[src/rtl/vec_pkg.sv]
// vec_pkg: float format constants, matvec FSM states and lane-slice helpers
package vec_pkg;
    localparam int FP_W = 27;
    localparam int MAX_DIM = 4;
    localparam logic [FP_W-1:0] FP_ONE = 27'h1FC0000;
    localparam logic [FP_W-1:0] FP_ZERO = '0;
    typedef enum logic [2:0] {IDLE, MUL, ADD, WB, DONE} state_t;
    function automatic logic [FP_W-1:0] lane(input logic [MAX_DIM*FP_W-1:0] v, input int i);
        return v[i*FP_W +: FP_W];
    endfunction
    function automatic logic [FP_W-1:0] elem(input logic [MAX_DIM*MAX_DIM*FP_W-1:0] m, input int r, input int c, input int dim);
        return m[(r*dim+c)*FP_W +: FP_W];
    endfunction
endpackage

[src/rtl/vec_fp.sv]
// vec_fp: FpMul (combinational) and FpAdd (ADD_LAT-stage pipeline) for the 1/8/18 float.
// Truncating arithmetic; an all-zero exponent reads as zero.
module FpMul import vec_pkg::*; (
    input  logic [FP_W-1:0] i_a,
    input  logic [FP_W-1:0] i_b,
    output logic [FP_W-1:0] o_y
);
    logic [37:0] p;
    logic [9:0] e;
    always_comb begin
        p = 38'({1'b1, i_a[17:0]}) * 38'({1'b1, i_b[17:0]});
        e = {2'b0, i_a[25:18]} + {2'b0, i_b[25:18]} - 10'd127 + {9'b0, p[37]};
        o_y = (i_a[25:18] == '0 || i_b[25:18] == '0 || e[9] || e == '0) ? '0
            : {i_a[26] ^ i_b[26], e[7:0], p[37] ? p[36:19] : p[35:18]};
    end
endmodule

module FpAdd import vec_pkg::*; #(
    parameter int ADD_LAT = 2
) (
    input  logic i_clk,
    input  logic [FP_W-1:0] i_a,
    input  logic [FP_W-1:0] i_b,
    output logic [FP_W-1:0] o_y
);
    logic [FP_W-1:0] big, sml, sum;
    logic [18:0] mb, ms, sh;
    logic [19:0] s;
    logic [4:0] lz;
    logic [FP_W-1:0] pipe [ADD_LAT];
    always_comb begin
        big = (i_a[25:0] >= i_b[25:0]) ? i_a : i_b;
        sml = (i_a[25:0] >= i_b[25:0]) ? i_b : i_a;
        mb = {|big[25:18], big[17:0]};
        ms = {|sml[25:18], sml[17:0]} >> (big[25:18] - sml[25:18]);
        s = (big[26] == sml[26]) ? {1'b0, mb} + {1'b0, ms} : {1'b0, mb} - {1'b0, ms};
        lz = '0;
        for (int i = 0; i < 19; i++) if (s[i]) lz = 5'(18 - i);
        sh = s[18:0] << lz;
        sum = s[19] ? {big[26], big[25:18] + 8'd1, s[18:1]}
            : (s == '0 || big[25:18] <= {3'b0, lz}) ? '0
            : {big[26], big[25:18] - {3'b0, lz}, sh[17:0]};
    end
    always_ff @(posedge i_clk) begin
        pipe[0] <= sum;
        for (int i = 1; i < ADD_LAT; i++) pipe[i] <= pipe[i-1];
    end
    assign o_y = pipe[ADD_LAT-1];
endmodule

[src/rtl/vec_matvec_seq.sv]
// vec_matvec_seq: time-multiplexed o_v = M * v on one FpMul and one FpAdd.
// Rows accumulate in column order; every add waits the full FpAdd latency.
module vec_matvec_seq import vec_pkg::*; #(
    parameter int DIM = 4,
    parameter int FP_W = 27,
    parameter int ADD_LAT = 2,
    parameter bit AFFINE = 1
) (
    input  logic i_clk,
    input  logic i_rst,
    input  logic i_start,
    input  logic [DIM*DIM*FP_W-1:0] i_m,
    input  logic [DIM*FP_W-1:0] i_v,
    output logic [DIM*FP_W-1:0] o_v,
    output logic o_valid,
    output logic o_busy
);
    localparam int MW = MAX_DIM*MAX_DIM*FP_W;
    localparam int VW = MAX_DIM*FP_W;
    localparam int CW = $clog2(ADD_LAT + 1);
    state_t state;
    logic [1:0] r, c;
    logic [CW-1:0] w;
    logic [MW-1:0] m_q;
    logic [VW-1:0] v_q, v_in;
    logic [FP_W-1:0] acc, prod, sum;
    logic [DIM*FP_W-1:0] res;

    assign v_in = (AFFINE && DIM == 4) ? {FP_ONE, i_v[3*FP_W-1:0]} : VW'(i_v);

    FpMul u_mul (.i_a(elem(m_q, r, c, DIM)), .i_b(lane(v_q, c)), .o_y(prod));

    // The adder sees the live product during MUL, so the sum lands on the last ADD cycle
    FpAdd #(.ADD_LAT(ADD_LAT)) u_add (.i_clk(i_clk), .i_a(acc), .i_b(prod), .o_y(sum));

    always_ff @(posedge i_clk or posedge i_rst) begin
        if (i_rst) begin
            state <= IDLE;
            r <= '0;
            c <= '0;
            w <= '0;
            acc <= '0;
            res <= '0;
            m_q <= '0;
            v_q <= '0;
            o_v <= {DIM{FP_ZERO}};
            o_valid <= 1'b0;
            o_busy <= 1'b0;
        end else begin
            o_valid <= 1'b0;
            case (state)
                MUL: if (c == '0) begin
                    acc <= prod;
                    c <= 2'd1;
                end else begin
                    w <= '0;
                    state <= ADD;
                end
                ADD: if (w == CW'(ADD_LAT - 1)) begin
                    acc <= sum;
                    c <= c + 2'd1;
                    state <= (c == 2'(DIM - 1)) ? WB : MUL;
                end else begin
                    w <= w + 1'b1;
                end
                WB: begin
                    res[r*FP_W +: FP_W] <= acc;
                    c <= '0;
                    r <= r + 2'd1;
                    if (r == 2'(DIM - 1)) begin
                        o_v <= {acc, res[(DIM-1)*FP_W-1:0]};
                        o_valid <= 1'b1;
                        o_busy <= 1'b0;
                        state <= DONE;
                    end else begin
                        state <= MUL;
                    end
                end
                default: if (i_start) begin
                    m_q <= MW'(i_m);
                    v_q <= v_in;
                    r <= '0;
                    c <= '0;
                    o_busy <= 1'b1;
                    state <= MUL;
                end else begin
                    state <= IDLE;
                end
            endcase
        end
    end
endmodule
[config.mk]
export PLATFORM = sky130hd
export DESIGN_NAME = vec_matvec_seq
export DESIGN_NICKNAME = d
export VERILOG_FILES = /design/src/rtl/vec_pkg.sv /design/src/rtl/vec_fp.sv /design/src/rtl/vec_matvec_seq.sv
export SDC_FILE = /design/constraint.sdc
export NUM_CORES = 2
export LEC_CHECK = 0
export CAP_MARGIN = 10
export CORE_MARGIN = 8
export CORE_UTILIZATION = 55
export CTS_CLUSTER_DIAMETER = 50
export DETAILED_ROUTE_END_ITERATION = 8
export DONT_BUFFER_PORTS = 1
export PLACE_DENSITY = 0.76
export SLEW_MARGIN = 15
export SYNTH_ARGS = -nofsm -noshare
export SYNTH_HDL_FRONTEND = slang
export SYNTH_SLANG_ARGS = --single-unit
[constraint.sdc]
create_clock -name i_clk -period 32.1 [get_ports i_clk]
set_input_delay 3.21 -clock i_clk [delete_from_list [all_inputs] [get_ports i_clk]]
set_output_delay 3.21 -clock i_clk [all_outputs]
set_load 0.05 [all_outputs]
Word-level counts from Yosys, hierarchy flattened
Memories as Yosys holds them, arrays and structs flattened.
Index checks and enable logic that the tools add are counted.
{ "classes": {"n_addsub": 13, "n_mul": 4, "n_lt_le_gt_ge": 2, "eq_ne": 12, "shifts": 6, "n_mux": 49, "bitwise": 3, "n_reduce_logical": 24} }
{ "op_table": {"columns": ["operator", "n"], "rows": [
  ["indexed part select 432 x 11 -> 27 bit", 1],
  ["two-way mux 27 bit", 7],
  ["bitwise mux 108 bit", 1],
  ["variable shift 27 x 34 -> 108 bit (first input constant)", 1],
  ["indexed part select 108 x 8 -> 27 bit", 1],
  ["indexed part select 27 x 34 -> 108 bit", 1],
  ["two-way mux 5 bit", 19],
  ["one-hot mux 27 bit (2 select lines)", 1],
  ["multiplier 19 x 19 -> 38 bit", 1],
  ["negation 7 -> 34 bit", 1],
  [">= comparator 26 bit", 1],
  ["adder 19 x 19 -> 20 bit", 1],
  ["zero test 20 bit", 1],
  ["two-way mux 20 bit", 1],
  ["subtractor 19 x 19 -> 20 bit", 1],
  ["<< shifter 19 x 5 -> 18 bit", 1],
  [">> shifter 19 x 8 -> 19 bit", 1],
  ["two-way mux 18 bit", 1],
  ["zero test 8 bit", 2],
  ["OR reduction 8 bit", 2],
  ["multiplier 2 x 5 -> 7 bit (second input constant)", 2],
  ["two-way mux 2 bit", 6],
  ["AND reduction 3 bit", 4],
  ["adder 10 x 1 -> 10 bit", 1],
  ["31 further kinds", 54]
]} }
{ "totals": {"reg_bits": 768, "ram_bits": 54, "inputBits": 543, "output_inout_bits": 110, "wordCells": 125, "mem_count": 1} }
{ "mem_list": {"columns": ["memory", "depth", "word_bits", "read_ports", "rd_clocked_by_memory_dff", "wr", "line_no", "text"], "rows": [
  ["u_add.pipe", 2, 27, 2, 0, 2, "vec_fp.sv:30", "logic [FP_W-1:0] pipe [ADD_LAT];"]
]} }

Logic depth before layout (Yosys ltp)
{ "logic_depth": {"ltp_word": 38, "ltp_mapped": 100, "depth_no_buf": 84} }

Cells and area by module
A second synthesis with hierarchy kept.
{ "hier_totals": {"hier_cells": 4820, "hier_area_um2": 51979.9} }
{ "modules_own_cells": {"columns": ["mod", "n_inst", "cells_each", "area_per_inst_um2", "seq_area_each_um2"], "rows": [
  ["vec_matvec_seq", 1, 2398, 32084.5, 18542.8],
  ["FpMul", 1, 1434, 12353.1, 0.0],
  ["FpAdd", 1, 988, 7542.2, 1081.0]
]} }

Worst setup path before layout
Ideal clock, no wire load.
{ "synth_timing": {"path_type": "register -> register", "from": "register c[0]", "to": "memory u_add.pipe[0][25]", "setup_ns": 0.124, "t_arrival_ns": 21.704, "required_ns": 31.976, "slack_ns": 10.272, "stages_incl_launch_ff": 96, "n_path_buf": 17, "synth_period_minus_slack_ns": 21.828, "path_cell_list": "dfrtp_1 > buf_4 > buf_4 > buf_2 > buf_1 > buf_1 > clkbuf_1 > clkbuf_1 > nor2_1 > a21oi_1 > clkbuf_1 > nor2_1 > fa_1 > inv_1 > fa_1 > fa_1 > inv_1 > fa_1 > [... 60 more ...] > clkbuf_1 > nand2_1 > nand2_1 > inv_1 > ha_1 > inv_1 > fa_1 > a21o_1 > a21oi_1 > inv_1 > a21oi_1 > a31oi_1 > nor2_1 > a21oi_1 > clkbuf_1 > and2_1 > mux2i_1 > mux2i_1"} }
{ "synth_lines": {"columns": ["element", "line_no", "text"], "rows": [
  ["start: declaration", "vec_matvec_seq.sv:22", "logic [1:0] r, c;"],
  ["start signal: assignment", "vec_matvec_seq.sv:61", "c <= c + 2'd1;"],
  ["end: declaration", "vec_fp.sv:30", null]
]} }

==> flow_summary.html <==
<table>
<tr><th>Metric</th><th>Value</th></tr>
<tr><th colspan="2">Finish</th></tr>
<tr><td>Fill cell count</td><td>7538</td></tr>
<tr><td>Number of nets at the end of the flow</td><td>5956</td></tr>
<tr><td>FF/Latch Area</td><td>0.01963 mm²</td></tr>
<tr><td>Area taken by multi-input logic gates</td><td>roughly 0.030 mm²</td></tr>
<tr><td>Area grow syn2layout</td><td>8.487%</td></tr>
<tr><td>Fraction of final layout cells with drive strength greater than 1</td><td>a little under a fifth</td></tr>
<tr><th colspan="2">Worst setup path</th></tr>
<tr><td>Setup slack on the worst flop-to-flop path</td><td>6.66 ns</td></tr>
<tr><td>Most prevalent standard cell on the critical path</td><td>fa_1</td></tr>
<tr><td>Endpoint class of the critical path</td><td>flip-flop</td></tr>
<tr><td>Crit path largest cell delay</td><td>between 0.9 and 1 ns</td></tr>
<tr><td>Maximum net fanout on the critical path</td><td>83</td></tr>
<tr><td>Data arrival time of the critical path</td><td>25.97 ns</td></tr>
<tr><td>Setup CP Type</td><td>reg2reg</td></tr>
<tr><td>Worst-path cell with the longest stage delay</td><td>a2111oi_0</td></tr>
<tr><td>Worst path required time</td><td>~33 ns</td></tr>
<tr><td>CP startpoint kind</td><td>flip-flop</td></tr>
<tr><th colspan="2">Logic synthesis</th></tr>
<tr><td>Number of synthesized flops with an enable pin</td><td>0</td></tr>
<tr><td>Post-synthesis cell type with the largest combined area</td><td>dfrtp_1</td></tr>
<tr><td>Post-synthesis sequential area ratio</td><td>37.76%</td></tr>
<tr><td>Post-synthesis simple-gate area fraction</td><td>12.53%</td></tr>
<tr><td>Fraction of synthesized area in multiplexers</td><td>17.96%</td></tr>
<tr><td>Number of synthesized register bits</td><td>795</td></tr>
<tr><td>Post-synthesis compound-gate area fraction</td><td>9.113%</td></tr>
<tr><td>Main combinational cell family by area after synthesis</td><td>multiplexers</td></tr>
<tr><td>Most area-consuming cells after synthesis</td><td>dfrtp_1 36%, mux2_2 11%, fa_1 11%, nand2_1 6.0%, mux4_2 5.5%</td></tr>
<tr><td>Average cell area after synthesis</td><td>10.30 µm²</td></tr>
<tr><td>Share of flip-flops with an asynchronous set or reset after synthesis</td><td>93.21%</td></tr>
<tr><td>Number of nets produced by synthesis</td><td>6073</td></tr>
<tr><td>Proportion of netlist area held by the largest area contributor</td><td>a little over a third</td></tr>
<tr><td>Number of unique standard cell types used by synthesis</td><td>between 100 and 150</td></tr>
<tr><td>Synthesized cell area</td><td>a little over 0.05 mm²</td></tr>
<tr><td>Synthesized netlist cell count</td><td>between 5000 and 6000</td></tr>
<tr><td>Top_reg_cell synth</td><td>dfrtp_1</td></tr>
<tr><td>Total number of yosys warnings</td><td>0</td></tr>
<tr><td>XOR/XNOR Fraction of Synth Area</td><td>roughly 1.3%</td></tr>
<tr><td>Area share of fa/ha/maj cells after synthesis</td><td>15.82%</td></tr>
<tr><th colspan="2">Timing</th></tr>
<tr><td>Clock Skew</td><td>around 0.044 ns</td></tr>
<tr><td>Endpoints failing setup</td><td>0</td></tr>
<tr><td>Final critical-path required period</td><td>25.44 ns</td></tr>
<tr><td>RSZ-0062 raised after global routing</td><td>false</td></tr>
<tr><td>Achievable Freq</td><td>about 40 MHz</td></tr>
<tr><td>Sum of negative setup slack</td><td>0 ns</td></tr>
<tr><td>Slew margin rel.</td><td>23.61%</td></tr>
<tr><td>Portion of the clock cycle consumed by the worst path in the final layout</td><td>79.25%</td></tr>
<tr><td>Final Slew Violations</td><td>0</td></tr>
<tr><td>Slew at the pin with the worst max-slew slack</td><td>1.146 ns</td></tr>
<tr><td>Count of final hold-check violations</td><td>0</td></tr>
<tr><th colspan="2">Clock tree</th></tr>
<tr><td>CTS HTree Levels</td><td>3</td></tr>
<tr><td>CTS tree</td><td>yes</td></tr>
<tr><td>Clock Latency Late Sink</td><td>about 0.7 ns</td></tr>
<tr><td>Clk root buf</td><td>clkbuf_16</td></tr>
<tr><td>Worst-case clock buffer depth</td><td>3</td></tr>
<tr><td>Number of hold buffers added after cts</td><td>0</td></tr>
<tr><td>Clock edge transition at the registers on the reported setup and hold paths</td><td>0.06 ns</td></tr>
<tr><td># resized after CTS</td><td>0</td></tr>
<tr><td>Total setup buffers inserted after CTS</td><td>0</td></tr>
<tr><td>Total clock sinks</td><td>about 800</td></tr>
<tr><td>TritonCTS buffer count</td><td>92</td></tr>
<tr><th colspan="2">Global routing</th></tr>
<tr><td>Global-route wire length before repair</td><td>239500 µm</td></tr>
<tr><td>Pin count of the biggest net entering global routing</td><td>204</td></tr>
<tr><td>Vias in the first global route</td><td>39369</td></tr>
<tr><td>Antenna violations before repair</td><td>94</td></tr>
<tr><td>Remaining Overflow, GRT</td><td>0</td></tr>
<tr><td>Total GRT Usage</td><td>a little under a third</td></tr>
<tr><th colspan="2">Placement</th></tr>
<tr><td>Routability congestion estimate from global placement</td><td>about 1.0</td></tr>
<tr><td>Count of buffers from port buffering</td><td>0</td></tr>
<tr><td>Post-detailed-placement half-perimeter wirelength</td><td>119400 µm</td></tr>
<tr><th colspan="2">Hold path</th></tr>
<tr><td>Type of the most critical hold path</td><td>reg2reg</td></tr>
<tr><th colspan="2">Drt</th></tr>
<tr><td>Residual DRC</td><td>0</td></tr>
<tr><td>1st-iter DRT viols</td><td>3427</td></tr>
<tr><td>Detailed-routing iteration count for the pre-antenna-repair pass</td><td>6</td></tr>
<tr><td>Routed WL</td><td>160200 µm</td></tr>
<tr><td>Wire per inst</td><td>25.30 µm</td></tr>
<tr><td>Count of vias placed by the detailed router</td><td>38661</td></tr>
<tr><td>Detail-routed via count per cell</td><td>roughly 6.1</td></tr>
<tr><td>Post-detailed-route count of antenna-violating nets</td><td>0</td></tr>
<tr><th colspan="2">Floorplanning</th></tr>
<tr><td>Die Outline Area</td><td>0.1046 mm²</td></tr>
<tr><td>Chip width</td><td>323.4 µm</td></tr>
<tr><td>Core area</td><td>0.09347 mm²</td></tr>
<tr><td>Site Rows</td><td>112</td></tr>
<tr><td>Count of boundary I/O pins</td><td>653</td></tr>
<tr><td>Height of the die</td><td>between 300 and 400 µm</td></tr>
<tr><td>Starting density of the core</td><td>a little under three fifths</td></tr>
<tr><th colspan="2">Run</th></tr>
<tr><td># Max-Cap Violations</td><td>0</td></tr>
<tr><th colspan="2">Status</th></tr>
<tr><td>Run status</td><td>complete, no violations</td></tr>
</table>
-- cells in the final DEF (no fill, tap or decap), drive strengths merged, types with 63 or more instances in the layout --
master and instances:
inv 455, nand3 78, mux4 128, fa 290, ha 193, nor2 351, diode 72, o21ai 234
clkbuf 130, nand2 838, dfrtp 741, mux2 530, buf 63, a21oi 177
-- state kept, by name, summed over array words and instances, names as in the netlist --
signal / flops
o_v: 108
w: 2
acc: 27
u_add.pipe: 54
o_valid: 1
state: 3
r: 2
o_busy: 1
res: 81
c: 2
v_q: 82
m_q: 432
-- through the flow --
stage / instances / util [%] / setup slack (ns) / area (µm²) / hold slack, ns
after floorplan: 5047 / - / 8.097 / 51970 / 0.3096
after detailed placement: 6089 / 56.73 / 6.956 / 53020 / 0.3121
after CTS: 6260 / 60.10 / 6.898 / 56180 / 0.3182
after global placement: 6089 / 56.73 / 7.347 / 53020 / 0.3110
after global routing: 6317 / 60.28 / 5.089 / 56340 / 0.3318
final: 6333 / 60.32 / 6.661 / 56380 / 0.3225
-- worst max-delay path: cells and delay by family (launching register included) --
family | cells | cell delay [ns]
DFF | 1 | 0.82
AOI/OAI and AO/OA | 30 | 8.81
and+or+nand+nor | 17 | 4.11
buffers and inverters | 15 | 3.59
xor gates and xnor gates | 2 | 0.43
adders and majority gates | 15 | 6.32
muxes | 2 | 0.87
-- cells in the mapped netlist (all sizes together), types with 14 or more instances --
cell type	n
clkbuf	219
mux2i	48
o211ai	24
nor2b	15
a31oi	20
o21a	26
dfrtp	741
nand2	838
mux4	128
o21ai	234
a21o	41
fa	290
mux2	530
xnor2	52
o22ai	14
and2	21
nand3	78
nor4	14
a211oi	24
nand2b	27
and3	21
nor2	351
nand4	24
or3	16
inv	444
dfxtp	54
nor3	57
buf	55
or2	20
ha	193
a22oi	20
xor2	25
a21oi	177
-- area by class of cell --
cell class	instances	share of cell area, %
diodes	72	0.3196
clock buffers	130	4.660
clock inverters	41	0.9410
inverters	456	3.049
multi-input cells	3522	52.49
flip-flops and latches	795	34.82
well taps	1254	2.783
repair buffers	63	0.9277
-- worst paths after layout --
| kind | from | endpoint | cells after the start |
|---|---|---|---|
| setup / recovery | c[0]$_DFFE_PP0P_ | u_add.pipe[0][6]$_DFF_P_ | 81 |
| min in group asynchronous | i_rst | m_q[67]$_DFFE_PP0P_ | 1 |
| max in group asynchronous | i_rst | m_q[322]$_DFFE_PP0P_ | 5 |
| hold / removal | u_add.pipe[0][12]$_DFF_P_ | u_add.pipe[0][39]$_DFF_P_ | 0 |
| setup reg to reg | c[0]$_DFFE_PP0P_ | u_add.pipe[0][6]$_DFF_P_ | 81 |
| hold reg to reg | u_add.pipe[0][12]$_DFF_P_ | u_add.pipe[0][39]$_DFF_P_ | 0 |
-- per-layer routing --
layer / up-vias / global-route usage, % / share of wire (%)
met1: 19232 / 36.76 / 37
met3: 426 / 9.809 / 11
met2: 1891 / 47.88 / 47
li1: 17066 / - / -
met5: - / 0 / 0.19
met4: 46 / 15.12 / 5.1
-- kinds of logic (layout without fill, tap and decap cells) --
kind of cell | Yosys count | in the layout
other cells | 0 | 72
simple gates | 1521 | 1521
compound gates | 735 | 735
xor+xnor | 77 | 77
mux | 706 | 706
fa+ha+maj | 483 | 483
flops | 795 | 795
buf+inv | 730 | 690
Power is left out: the tool's default activity adds up to more than one toggle a clock period on the data nets, which glitch-free logic cannot reach.
